`src/rtl/led_pattern_pkg.sv`:
```
// Shared types and constants for the LED pattern generator.
package led_pattern_pkg;

    typedef enum logic [1:0] {
        OFF     = 2'd0,
        BLINK   = 2'd1,
        CHASE   = 2'd2,
        BREATHE = 2'd3
    } mode_e;

    localparam int unsigned TICK_HZ           = 1000;
    localparam logic [15:0] DEFAULT_PERIOD_MS = 16'd500;

endpackage

```
`src/rtl/tick_prescaler.sv`:
```
// Divides clk by DIV into a registered one-cycle tick; clr restarts the count.
// Latency: first tick DIV cycles after reset/clr release; no backpressure.
module tick_prescaler #(
    parameter int unsigned DIV = 27000
) (
    input  logic clk,
    input  logic rst,
    input  logic clr,
    output logic tick
);

    localparam int unsigned CW = (DIV > 1) ? $clog2(DIV) : 1;

    logic [CW-1:0] cnt_q, cnt_d;
    logic          tick_q, tick_d;

    always_comb begin
        cnt_d  = cnt_q + 1'b1;
        tick_d = 1'b0;
        if (clr) begin
            cnt_d = '0;
        end else if (cnt_q == CW'(DIV - 1)) begin
            cnt_d  = '0;
            tick_d = 1'b1;
        end
    end

    always_ff @(posedge clk or posedge rst) begin
        if (rst) begin
            cnt_q  <= '0;
            tick_q <= 1'b0;
        end else begin
            cnt_q  <= cnt_d;
            tick_q <= tick_d;
        end
    end

    assign tick = tick_q;

endmodule

```
`src/rtl/led_pattern_gen.sv`:
```
// Active-low LED pattern generator (off/blink/chase/breathe) stepped every cfg period in ms.
// Latency: new pattern visible the edge after acceptance; cfg_ready drops for one cycle per accept.
module led_pattern_gen
    import led_pattern_pkg::*;
#(
    parameter int unsigned CLOCK_XTAL = 27000000,
    parameter int          LED_NUM    = 6,
    parameter int          DUTY_BITS  = 8
) (
    input  logic               clk,
    input  logic               rst,
    input  logic               cfg_valid,
    output logic               cfg_ready,
    input  logic [1:0]         cfg_mode,
    input  logic [15:0]        cfg_period_ms,
    output logic               step_o,
    output logic [LED_NUM-1:0] leds
);

    localparam int unsigned DIV = CLOCK_XTAL / TICK_HZ;
    localparam logic [DUTY_BITS-1:0] DUTY_MAX = '1;

    if (DIV < 2 || LED_NUM < 1 || LED_NUM > 32) begin : g_bad_params
        $error("led_pattern_gen: DIV must be >= 2 and LED_NUM within 1..32");
    end

    mode_e                mode_q, mode_d;
    logic [15:0]          period_q, period_d;
    logic [15:0]          step_cnt_q, step_cnt_d;
    logic [LED_NUM-1:0]   pat_q, pat_d;
    logic [DUTY_BITS-1:0] pwm_q, pwm_d;
    logic [DUTY_BITS-1:0] duty_q, duty_d;
    logic                 dir_up_q, dir_up_d;
    logic                 ready_q, ready_d;

    logic        tick;
    logic        accept;
    logic [15:0] period_eff;
    logic        step_last;

    assign accept     = cfg_valid && ready_q;
    assign period_eff = (period_q == 16'd0) ? 16'd1 : period_q;
    assign step_last  = (step_cnt_q == period_eff - 16'd1);
    // A reconfiguration in the same cycle swallows the pending step.
    assign step_o     = tick && step_last && !accept;

    tick_prescaler #(.DIV(DIV)) u_tick (
        .clk  (clk),
        .rst  (rst),
        .clr  (accept),
        .tick (tick)
    );

    always_comb begin
        mode_d     = mode_q;
        period_d   = period_q;
        step_cnt_d = step_cnt_q;
        pat_d      = pat_q;
        duty_d     = duty_q;
        dir_up_d   = dir_up_q;
        pwm_d      = pwm_q + 1'b1;
        ready_d    = !accept;
        if (accept) begin
            mode_d     = mode_e'(cfg_mode);
            period_d   = cfg_period_ms;
            step_cnt_d = '0;
            duty_d     = '0;
            dir_up_d   = 1'b1;
            pat_d      = '0;
            if (mode_d == CHASE) pat_d[0] = 1'b1;
        end else begin
            if (tick) step_cnt_d = step_last ? 16'd0 : step_cnt_q + 16'd1;
            if (step_o) begin
                case (mode_q)
                    BLINK:   pat_d = ~pat_q;
                    CHASE:   pat_d = (pat_q << 1) | (pat_q >> (LED_NUM - 1));
                    BREATHE: begin
                        if (dir_up_q) begin
                            if (duty_q == DUTY_MAX) begin
                                dir_up_d = 1'b0;
                                duty_d   = DUTY_MAX - 1'b1;
                            end else begin
                                duty_d = duty_q + 1'b1;
                            end
                        end else if (duty_q == '0) begin
                            dir_up_d = 1'b1;
                            duty_d   = DUTY_BITS'(1);
                        end else begin
                            duty_d = duty_q - 1'b1;
                        end
                    end
                    default: pat_d = '0;
                endcase
            end
        end
        // Pattern tracks next-cycle pwm/duty so the register matches pwm_q < duty_q exactly.
        if (mode_d == BREATHE) pat_d = {LED_NUM{pwm_d < duty_d}};
    end

    always_ff @(posedge clk or posedge rst) begin
        if (rst) begin
            mode_q     <= OFF;
            period_q   <= DEFAULT_PERIOD_MS;
            step_cnt_q <= '0;
            pat_q      <= '0;
            pwm_q      <= '0;
            duty_q     <= '0;
            dir_up_q   <= 1'b1;
            ready_q    <= 1'b1;
        end else begin
            mode_q     <= mode_d;
            period_q   <= period_d;
            step_cnt_q <= step_cnt_d;
            pat_q      <= pat_d;
            pwm_q      <= pwm_d;
            duty_q     <= duty_d;
            dir_up_q   <= dir_up_d;
            ready_q    <= ready_d;
        end
    end

    assign cfg_ready = ready_q;
    assign leds      = ~pat_q;

endmodule

```
`config.mk`:
```
export PLATFORM = sky130hd
export DESIGN_NAME = led_pattern_gen
export DESIGN_NICKNAME = d
export VERILOG_FILES = /design/src/rtl/led_pattern_pkg.sv /design/src/rtl/tick_prescaler.sv /design/src/rtl/led_pattern_gen.sv
export SDC_FILE = /design/constraint.sdc
export NUM_CORES = 1
export LEC_CHECK = 0
export ABC_AREA = 1
export BUFFER_PORTS_ARGS = -buffer_cell sky130_fd_sc_hd__buf_2
export CORE_MARGIN = 4
export CORE_UTILIZATION = 65
export DETAILED_ROUTE_END_ITERATION = 10
export HOLD_SLACK_MARGIN = 0.03
export PLACE_DENSITY = 0.88
export SYNTH_ARGS = -nofsm -noshare
export SYNTH_HDL_FRONTEND = slang
export SYNTH_SLANG_ARGS = --single-unit
export TNS_END_PERCENT = 1
```
`constraint.sdc`:
```
create_clock -name clk -period 9.1 [get_ports clk]
set_input_delay 0.91 -clock clk [delete_from_list [all_inputs] [get_ports clk]]
set_output_delay 0.91 -clock clk [all_outputs]
set_load 0.1 [all_outputs]
```
==> impl_results.md, run 1 <==
- Status: completed
- Num CTS Buffers: 9
- Fin nets: 688
- Post-CTS Repair Setup Buffers: 0
- CP Buf/Inv Count: 3
- Hold-fix buffers at CTS: 0
- Die ar.: 8670 um^2
- Tcrit/Tclk final: ~53%
- Via density: 5.63
- Fmax: 207 MHz
- Setup TNS: 0 ns
- Initial antenna violation count: 0
- CP max FO: 12
- Antenna-violating nets left: 0
- Sw Ratio: 34.6%
- Mapped Cells: between 600 and 700
- Final non-filler cell total: 751
- Final Cell Area: 5150 um^2
- Gate power share: a little under a quarter
- Hold_sp: u_tick.cnt_q[0]$_DFF_PP0_
- Final hold viol count: 0
- Synthesized flop and latch total: 74
- Final Util: roughly 75%
- Syn nets: ~660
- Post-DP HPWL: 7940 um
- Top Family by Delay on Critical Path: simple AND/OR/NAND/NOR gates
- GRT Residual Overflow: 0
- Critical path's slowest cell: a2111oi_0
- Skew-Pair Late Insertion Delay: 0.35 ns
- Reg2Reg Setup Slack: 4.26 ns
- Final setup skew: 0.0121 ns
- Port Buffers: 28
- Post_cts resized: 0
- Routed vias: 4,225
- Crit Path Class: reg2reg
- Final setup fails: 0
- First-pass GRT wire length: 18,200 um
- Worst EP arrival: around 5.1 ns
- P_leak: approximately 2.5 nW
- CTS HTree Levels: 3
- Post-synth EDFFs: 0
- Synth warn: 0
- Post-synth top flop: dfrtp_1
- Unrepaired setup endpoints after global routing: false
- Cell row count: 30
- Crit path launch type: flip-flop
- Largest net degree at the start of global routing: 75
- Post-placement cell count: roughly 740
- Slew headroom: 39.5%
- DRC Markers: 0
- Share of the yosys chip area belonging to registers: 39.5%
- CTS sink cnt: 74
- Max Cap Violations: 0
- Hold WC Path Type: reg2reg
- Final wirelength: around 11,000 um
- Dpl cell area: 4930 um^2
- Flop pwr share: 43.8%
- Root Buffer: clkbuf_8
- Slew Limit Fails: 0
- GRT Util Overall: between 20% and 30%
- CP Capture Type: flip-flop
- Area Growth Syn to Fin: 9.33%
- Internal: around 0.00056 W
- Commonest non-fill, non-tap cell in the layout: nand2_1
- Beginning of the critical path: period_q[4]$_DFFE_PP1P_
- Net switching power: approximately 0.0003 W
- Number of global-route vias before repair: 3,942
- Clock power frac: 33.3%
- Routed WL per cell: around 14 um
- Critical path's largest stage delay: 0.74 ns
- Mapped cell area: 4710 um^2
- Commonest non-fill, non-tap cells in the layout: nand2_1, inv_1, nor2_1
- VDD IR-drop max: roughly 0.00016 V
- Fin Hold WS: 0.462 ns
- Reg clk slew, reported paths: 0.08 ns
- Core area: about 6900 um^2
- Diodes inserted: 0
- Asr flop ratio synth: 100%
- Worst-Margin Slew: 0.908 ns
- Reg2reg start: period_q[4]$_DFFE_PP1P_
- Tmin final: 4.84 ns
- Width of the die: 93.1 um
- Max clock buf depth: 2
- CP most frequent cell: nand2_1
- CTS tree: yes
- Initial DRC Count: 362
- Drt first pass iters: 5
- Synth cell types: 44
- Area share of the largest cell type after synthesis: 35.1%
- Initial Util: 68.2%
- Placer congestion estimate: about 0.95
- Main area contributors after synthesis: dfrtp_1, nand2_1, inv_1, nor2_1, xor2_1
- Layout cells sized above 1: 12.8%
- I/O pin cnt: 29
- PwrDens: approximately 170 nW/um^2
- Syn Area/Cell: about 7.6 um^2
- Worst EP required: 9.38 ns
- Die height: 93.1 um
- Leading area contributor after synthesis: dfrtp_1
through the flow:
step | total power [W] | setup WS [ns]
floorplan | 0.000535 | 3.88
global placement | 0.000570 | 4.63
detailed placement | 0.000575 | 4.34
CTS | 0.000858 | 4.32
global route | 0.000898 | 3.77
finish | 0.000859 | 4.26
registers in the layout (all words and copies together) (netlist names):
signal        flops
step_cnt_q       16
dir_up_q          1
u_tick.tick       1
pwm_q             8
mode_q            2
period_q         16
cfg_ready         1
pat_q             6
u_tick.cnt_q     15
duty_q            8
per-layer routing:
metal / track usage, % / vias to the layer above / share of wire [%]
met5: 0 / - / 0
met3: 4.99 / 23 / 7.3
met1: 36.9 / 1971 / 45
met4: 6.96 / 0 / 1.8
li1: - / 2064 / -
met2: 42.1 / 167 / 46
cell type report:
cell class                      instances  area (um^2)
Fill cell                             524         1760
Sequential cell                        74         1860
Clock buffer                           10          128
Timing Repair Buffer                   29          148
Inverter                               98          368
Clock inverter                          6         90.1
Multi-Input combinational cell        438         2430
Tap cell                               96          120
power by group through the flow:
stage | clock (W) | combinational [W] | sequential [W]
2_1_floorplan | 0 | 0.000158 | 0.000377
6_report | 0.000286 | 0.000197 | 0.000376
3_5_place_dp | 0 | 0.000194 | 0.000381
3_3_place_gp | 0 | 0.000190 | 0.000380
4_1_cts | 0.000287 | 0.000196 | 0.000375
5_1_grt | 0.000303 | 0.000216 | 0.000379
worst reg2reg max path, delay by kind of cell, from the launching register on:
| kind | cells | cell delay (ns) |
|---|---|---|
| AOI/OAI and AO/OA | 4 | 1.27 |
| adders and majority gates | 2 | 0.51 |
| buffers and inverters | 3 | 0.27 |
| DFF | 1 | 0.61 |
| and+or+nand+nor | 19 | 2.12 |
Yosys cell counts (3+ instances only):
library cell and instances:
nand2_1 126, inv_1 92, nor2_1 78, dfrtp_1 66, nand3_1 34, xor2_1 33, o21ai_0 22, nor3_1 18
ha_1 17, a21oi_1 13, o22ai_1 13, nand4_1 11, a22oi_1 9, dfstp_2 8, clkbuf_1 7, nor4_1 7
a21oi_2 6, nor2_2 6, inv_2 5, nand2_2 5, nor3b_1 5, xnor2_1 5, nand3b_1 3, nor2_4 3
final timing paths:
path / end / cells after the start
hold / removal: u_tick.cnt_q[0]$_DFF_PP0_ / 1
setup reg to reg: pat_q[0]$_DFFE_PP0P_ / 28
max in group asynchronous: step_cnt_q[14]$_DFFE_PP0P_ / 3
min in group asynchronous: u_tick.cnt_q[8]$_DFF_PP0_ / 3
hold reg to reg: u_tick.cnt_q[0]$_DFF_PP0_ / 1
setup / recovery: pat_q[0]$_DFFE_PP0P_ / 28
kinds of logic after synthesis:
family	Yosys count	synth area share, %
AO/OA/AOI/OAI	78	10.6
AND/OR/NAND/NOR	304	29.0
XOR/XNOR	39	7.55
adder cells (fa/ha/maj)	17	4.52
buffers and inverters	108	8.79
flip-flops	74	39.5
(Power assumes the default switching activity.)
==> run 2, diff against run 1 <==
- CORE_UTILIZATION: 65 -> 55
- PLACE_DENSITY: 0.88 -> 0.8
- clock period: 9.1 -> 3.9 ns (I/O delays scaled with it)
==> run 2 against run 1 <==
  * Sequential share of layout area is 3.1 points lower
  * Routed wire length is 9.1% higher
  * Critical path type unchanged
  * Via count is 4.9% higher
  * Largest cell class unchanged
  * Final area is 9.5% higher
==> impl_results.md, run 2 (synthesized netlist as in run 1, its figures left out) <==
- Slew Limit Fails: 0
- Tmin final: around 3.8 ns
- Max Cap Violations: 0
- Largest net degree at the start of global routing: between 40 and 50
- Commonest non-fill, non-tap cells in the layout: nand2_1, inv_1, nor2_1
- Commonest non-fill, non-tap cell in the layout: nand2_1
- Clock power frac: 33.7%
- First-pass GRT wire length: 19,400 um
- Unrepaired setup endpoints after global routing: true
- Area Growth Syn to Fin: 19.7%
- Crit Path Class: reg2reg
- CTS sink cnt: 74
- Beginning of the critical path: period_q[2]$_DFFE_PP1P_
- Fin nets: around 720
- Via density: about 5.6
- Final Cell Area: 5640 um^2
- P_leak: 2.66 nW
- Placer congestion estimate: between 0.9 and 1
- GRT Residual Overflow: 0
- Width of the die: 101 um
- Final setup skew: between 0.01 and 0.015 ns
- Initial DRC Count: ~320
- Drt first pass iters: 6
- Diodes inserted: 0
- Hold-fix buffers at CTS: 0
- Routed WL per cell: 14.8 um
- Critical path's slowest cell: dfstp_2
- Initial antenna violation count: 0
- Initial Util: between 50 and 60%
- Internal: 0.00143 W
- Worst EP required: roughly 4.2 ns
- Core area: roughly 8300 um^2
- Antenna-violating nets left: 0
- Worst-Margin Slew: 0.633 ns
- Top Family by Delay on Critical Path: simple AND/OR/NAND/NOR gates
- PwrDens: between 300 and 400 nW/um^2
- Biggest registers after layout: period_q: 16 flops, step_cnt_q: 16 flops, u_tick.cnt_q: 15 flops
- Critical path's largest stage delay: approximately 0.56 ns
- Dpl cell area: 5100 um^2
- Port Buffers: 28
- Sw Ratio: 33.5%
- Crit path launch type: flip-flop
- Tot Pwr: 0.00215 W
- Worst EP arrival: 4.08 ns
- Die ar.: 10,100 um^2
- Final wirelength: about 12,000 um
- CP max FO: 6
- Tcrit/Tclk final: 97.3%
- Gate power share: 26.0%
- Status: completed
- Fmax: 264 MHz
- Post-DP HPWL: 8140 um
- Reg clk slew, reported paths: 0.08 ns
- CP Buf/Inv Count: 5
- CTS tree: yes
- CTS HTree Levels: 3
- Final setup fails: 0
- CP Capture Type: flip-flop
- Root Buffer: clkbuf_8
- Hold WC Path Type: in2async
- Reg2reg start: period_q[2]$_DFFE_PP1P_
- DRC Markers: 0
- Max clock buf depth: 2
- Die height: 101 um
- I/O pin cnt: 29
- Slew headroom: 57.7%
- Flop pwr share: about 40%
- Final Util: 68.3%
- GRT Util Overall: around a quarter
- Fill cell count: approximately 630
- Number of global-route vias before repair: 4,281
- Final hold viol count: 0
- Skew-Pair Late Insertion Delay: 0.36 ns
- Layout cells sized above 1: 21.4%
- Num CTS Buffers: 9
- VDD IR-drop max: approximately 0.00025 V
- Routed vias: between 4,000 and 5,000
- Net switching power: 0.000722 W
- Cell row count: 33
==> run 2: cell types whose count changed in the layout (fill, tap and decap cells not counted), sizes merged <==
cell,previous run,this run
buf,29,59
bufinv,2,3
clkbuf,10,11
clkinv,3,2
clkinvlp,1,0
inv,98,99
==> run 2: worst paths after layout <==
kind,depth (start not counted),slack (ns),end
max in group asynchronous,3,2.77,dir_up_q$_DFFE_PP1P_
worst max register to register,31,0.11,pat_q[4]$_DFFE_PP0P_
worst min-delay path,2,0.1,u_tick.cnt_q[9]$_DFF_PP0_
worst min register to register,1,0.49,pwm_q[0]$_DFF_PP0_
min in group clk,3,0.22,period_q[7]$_DFFE_PP1P_
worst max-delay path,31,0.11,pat_q[4]$_DFFE_PP0P_
==> run 2: area by class of cell <==
| class | instances | area (um^2) | area share [%] |
|---|---|---|---|
| Timing Repair Buffer | 60 | 383 | 6.79 |
| Clock inverter | 6 | 113 | 2.00 |
| Sequential cell | 74 | 1860 | 33.0 |
| Multi-Input combinational cell | 438 | 2650 | 47.0 |
| Clock buffer | 10 | 128 | 2.26 |
| Tap cell | 105 | 131 | 2.33 |
| Inverter | 98 | 370 | 6.57 |
==> run 2: worst register-to-register path, delay by kind of cell, from the launching register on <==
kind | cells | cell delay, ns
buffers and inverters | 5 | 0.56
AO/OA/AOI/OAI | 4 | 0.59
flip-flops | 1 | 0.56
adder cells (fa/ha/maj) | 2 | 0.37
AND/OR/NAND/NOR | 20 | 1.65
==> run 2: power groups by stage <==
stage / registers (W) / logic (W) / clock network, W
5_1_grt: 0.000873 / 0.000609 / 0.000764
3_3_place_gp: 0.000875 / 0.000492 / 0
2_1_floorplan: 0.000880 / 0.000369 / 0
4_1_cts: 0.000864 / 0.000523 / 0.000732
6_report: 0.000869 / 0.000560 / 0.000725
3_5_place_dp: 0.000878 / 0.000500 / 0
==> run 2: layer usage <==
| metal | vias up | part of all wire (%) | track usage (%) |
|---|---|---|---|
| li1 | 2137 | - | - |
| met4 | 0 | 1.9 | 7.77 |
| met1 | 2134 | 43 | 30.9 |
| met3 | 27 | 5.4 | 5.12 |
| met2 | 136 | 50 | 39.6 |
| met5 | - | 0 | 0 |
==> run 2: what timing repair did <==
action / in CTS / in global routing
endpoints found under the setup margin: 6 / 7
resized for setup: 19 / 29
pin swaps: 11 / 25
buffers inserted: 6 / 6
==> run 2: metrics by stage <==
step,instances,setup WS (ns),hold slack [ns],setup TNS [ns]
after CTS,787,0.00742,0.118,0
after global placement,765,-0.0238,0.451,-0.135
after global routing,791,-0.133,0.139,-0.627
final,791,0.105,0.0995,0
after floorplan,620,-0.210,0.433,-1.26
after detailed placement,765,-0.147,0.477,-0.805
==> run 3, diff against run 2 <==
- ABC_AREA: 1 -> unset
==> run 3 against run 2 <==
  * The flow now finishes with violations (negative setup slack)
  * Worst setup slack got worse by 0.76 ns
  * Core utilization increased by 1.9 points
  * Combinational power decreased by 30%
  * Power decreased by 13%
  * Largest power group unchanged
  * Highest routed layer unchanged
==> impl_results.md, run 3 <==
- Crit-path cells: nor4_2 > and2_4 > a21oi_2 > ha_2 > or3b_4 > or4_4 > xnor2_2 > o21ai_2 > nor4b_4 > buf_6 > nand4_4 > a211oi_2 > o22ai_1 > ha_1 > and4_4 > a21oi_2 > and4_1 > nand2_1 > o31a_1 > o21ai_0
- Number of global-route vias before repair: 4,266
- Post-DP HPWL: 8050 um
- Max clock buf depth: 2
- Initial Util: 56.3%
- Asr flop ratio synth: 100%
- Port Buffers: 28
- CP most frequent cell: a21oi_2
- Area share of the largest cell type after synthesis: between 30% and 40%
- Final hold viol count: 0
- Synth cell types: 67
- Reg-to-Reg End: pat_q[2]$_DFFE_PP0P_
- Final non-filler cell total: between 700 and 800
- Commonest non-fill, non-tap cells in the layout: nand2_1, buf_4, dfrtp_1
- Syn Area/Cell: between 8 and 9 um^2
- Syn nets: between 500 and 600
- Drt first pass iters: 8
- Critical path's largest stage delay: 0.54 ns
- Share of the yosys chip area belonging to registers: 40.5%
- Post-placement cell count: around 680
- Crit Path Class: reg2reg
- Sw Ratio: 31.5%
- Final WS setup: -0.651 ns
- Fin nets: 643
- Clock power frac: 33.9%
- Main area contributors after synthesis: dfrtp_1, nand2_1, xnor2_1, ha_1, dfstp_2
- Status: complete, but fails checks
- Root Buffer: clkbuf_8
- Num CTS Buffers: 9
- Initial antenna violation count: 0
- Tmin final: 4.55 ns
- CTS HTree Levels: 3
- CP Capture Type: flip-flop
- Mapped cell area: around 4600 um^2
- Hold_sp: cfg_period_ms[5]
- Initial DRC Count: 355
- Internal: 0.00128 W
- Slew headroom: 26.1%
- Fill cell count: roughly 580
- Commonest cells post-synth: nand2_1, dfrtp_1, nor2_1
- CTS sink cnt: 74
- P_leak: 2.74 nW
- Reg2reg start: period_q[2]$_DFFE_PP1P_
- Final setup fails: 7
- Slew Limit Fails: 0
- Routed WL per cell: around 17 um
- Reg2Reg Setup Slack: -0.65 ns
- Net switching power: 0.000590 W
- CP max FO: 6
- Routed vias: 4,222
- Post-synth EDFFs: 0
- VDD IR-drop max: 0.000265 V
- Final setup skew: around 0.012 ns
- Largest net degree at the start of global routing: 55
- Via density: between 5 and 6
- Tcrit/Tclk final: 117%
- Synth warn: 0
- PwrDens: 327 nW/um^2
- Worst EP required: 4.18 ns
- Skew-Pair Late Insertion Delay: between 0.3 and 0.4 ns
- Setup TNS: -4.42 ns
- Die ar.: a little under 10,000 um^2
- Synthesized flop and latch total: 74
- Most common cell in the synthesized netlist: nand2_1
- CTS tree: yes
- Mapped Cells: 515
- Worst-Margin Slew: about 1.1 ns
- Commonest non-fill, non-tap cell in the layout: nand2_1
- Diodes inserted: 0
- WHS Endpoint: period_q[5]$_DFFE_PP1P_
- DRC Markers: 0
- Flop pwr share: between 40% and 50%
- First-pass GRT wire length: 19,800 um
- Worst EP arrival: 4.83 ns
- Layout cells sized above 1: 27.0%
- Width of the die: 99.5 um
- Crit path launch type: flip-flop
- Core area: about 8200 um^2
- Antenna-violating nets left: 0
- Gate power share: 20.9%
- Die height: about 100 um
- Biggest registers after layout: period_q: 16 flops, step_cnt_q: 16 flops, u_tick.cnt_q: 15 flops
- Unrepaired setup endpoints after global routing: true
- CP Buf/Inv Count: 1
- Critical path's slowest cell: dfstp_2
- Placer congestion estimate: 0.881
- Fmax: ~220 MHz
- Top Family by Delay on Critical Path: simple AND/OR/NAND/NOR gates
- Leading area contributor after synthesis: dfrtp_1
- Post-synth top flop: dfrtp_1
- GRT Residual Overflow: 0
- Max Cap Violations: 0
- Hold WC Path Type: in2reg
- WHS Path Cells: 3
- GRT Util Overall: around 25%
- Area Growth Syn to Fin: 24.7%
- Reg clk slew, reported paths: approximately 0.09 ns
- Failing checks: negative setup slack
- Tot Pwr: 0.00187 W
- Final wirelength: ~12,000 um
- Cell row count: 33
- I/O pin cnt: 29
- Worst r2r path cells: 20
## run 3: cell types whose count changed in the layout (fill, tap and decap cells not counted), moves of 14 or more
cell / before / now
o21ai_0: 22 / 8
nor2_1: 71 / 43
xor2_1: 32 / 16
xnor2_1: 5 / 26
buf_4: 32 / 69
and3_1: 0 / 15
inv_1: 86 / 17
nand2_1: 121 / 74
## run 3: worst max-delay path by stage
stage | startpoint | endpoint | slack (ns) | depth (start not counted)
after CTS | period_q[2]$_DFFE_PP1P_ | pat_q[0]$_DFFE_PP0P_ | -0.64 | 20
after global routing | period_q[2]$_DFFE_PP1P_ | pat_q[0]$_DFFE_PP0P_ | -0.84 | 20
final | period_q[2]$_DFFE_PP1P_ | pat_q[2]$_DFFE_PP0P_ | -0.65 | 20
after floorplan | period_q[4]$_DFFE_PP1P_ | pat_q[0]$_DFFE_PP0P_ | -0.72 | 20
after global placement | period_q[2]$_DFFE_PP1P_ | pat_q[0]$_DFFE_PP0P_ | -0.64 | 19
after detailed placement | period_q[2]$_DFFE_PP1P_ | pat_q[4]$_DFFE_PP0P_ | -0.84 | 20
## run 3: layout make-up
cell class                 instances  area [um^2]  area share, %
clock buffer                       9          124           2.16
clock inverter                     7         82.6           1.44
inverter                          18         67.6           1.18
multi-input combinational        404         2780           48.5
sequential                        74         1860           32.5
tap                              105          131           2.29
timing repair buffer              98          684           11.9
## run 3: worst min-delay path, cell delays in order
cell and delay (ns):
buf_2 0.09, nand2_1 0.04, nand2_1 0.04
## run 3: what timing repair did
item                                    CTS  global route
pin swaps                                15             3
setup buffers                            14             2
endpoints found under the setup margin    6             8
resized for setup                        13            11
hold buffers                              0             0
gates cloned                              1             0
## run 3: cells by family after synthesis
logic type | synth area share (%)
mux | 1.77
fa+ha+maj | 4.62
simple gates | 26.3
buf+inv | 3.29
flops | 40.5
compound gates | 15.4
xor+xnor | 8.19
## run 3: per-layer routing
| layer | track usage [%] | share of wire (%) |
|---|---|---|
| met5 | 0 | 0 |
| met4 | 9.24 | 2.8 |
| met3 | 4.70 | 4.9 |
| met2 | 42.0 | 49 |
| met1 | 31.4 | 43 |
## run 3: per-stage QoR
stage | hold WS, ns | setup WS [ns] | instance area (um^2) | util [%]
after detailed placement | 0.479 | -0.836 | 5290 | 64.7
final | 0.200 | -0.651 | 5740 | 70.2
after global routing | 0.190 | -0.839 | 5740 | 70.2
after CTS | 0.189 | -0.638 | 5670 | 69.4
after floorplan | 0.448 | -0.723 | 4690 | -
after global placement | 0.476 | -0.645 | 5290 | 64.7
## run 3: power groups by stage
stage          combinational, W  sequential [W]  clock, W
2_1_floorplan          0.000228        0.000869         0
3_3_place_gp           0.000358        0.000858         0
3_5_place_dp           0.000370        0.000862         0
4_1_cts                0.000379        0.000847  0.000645
5_1_grt                0.000428        0.000853  0.000681
6_report               0.000392        0.000848  0.000635
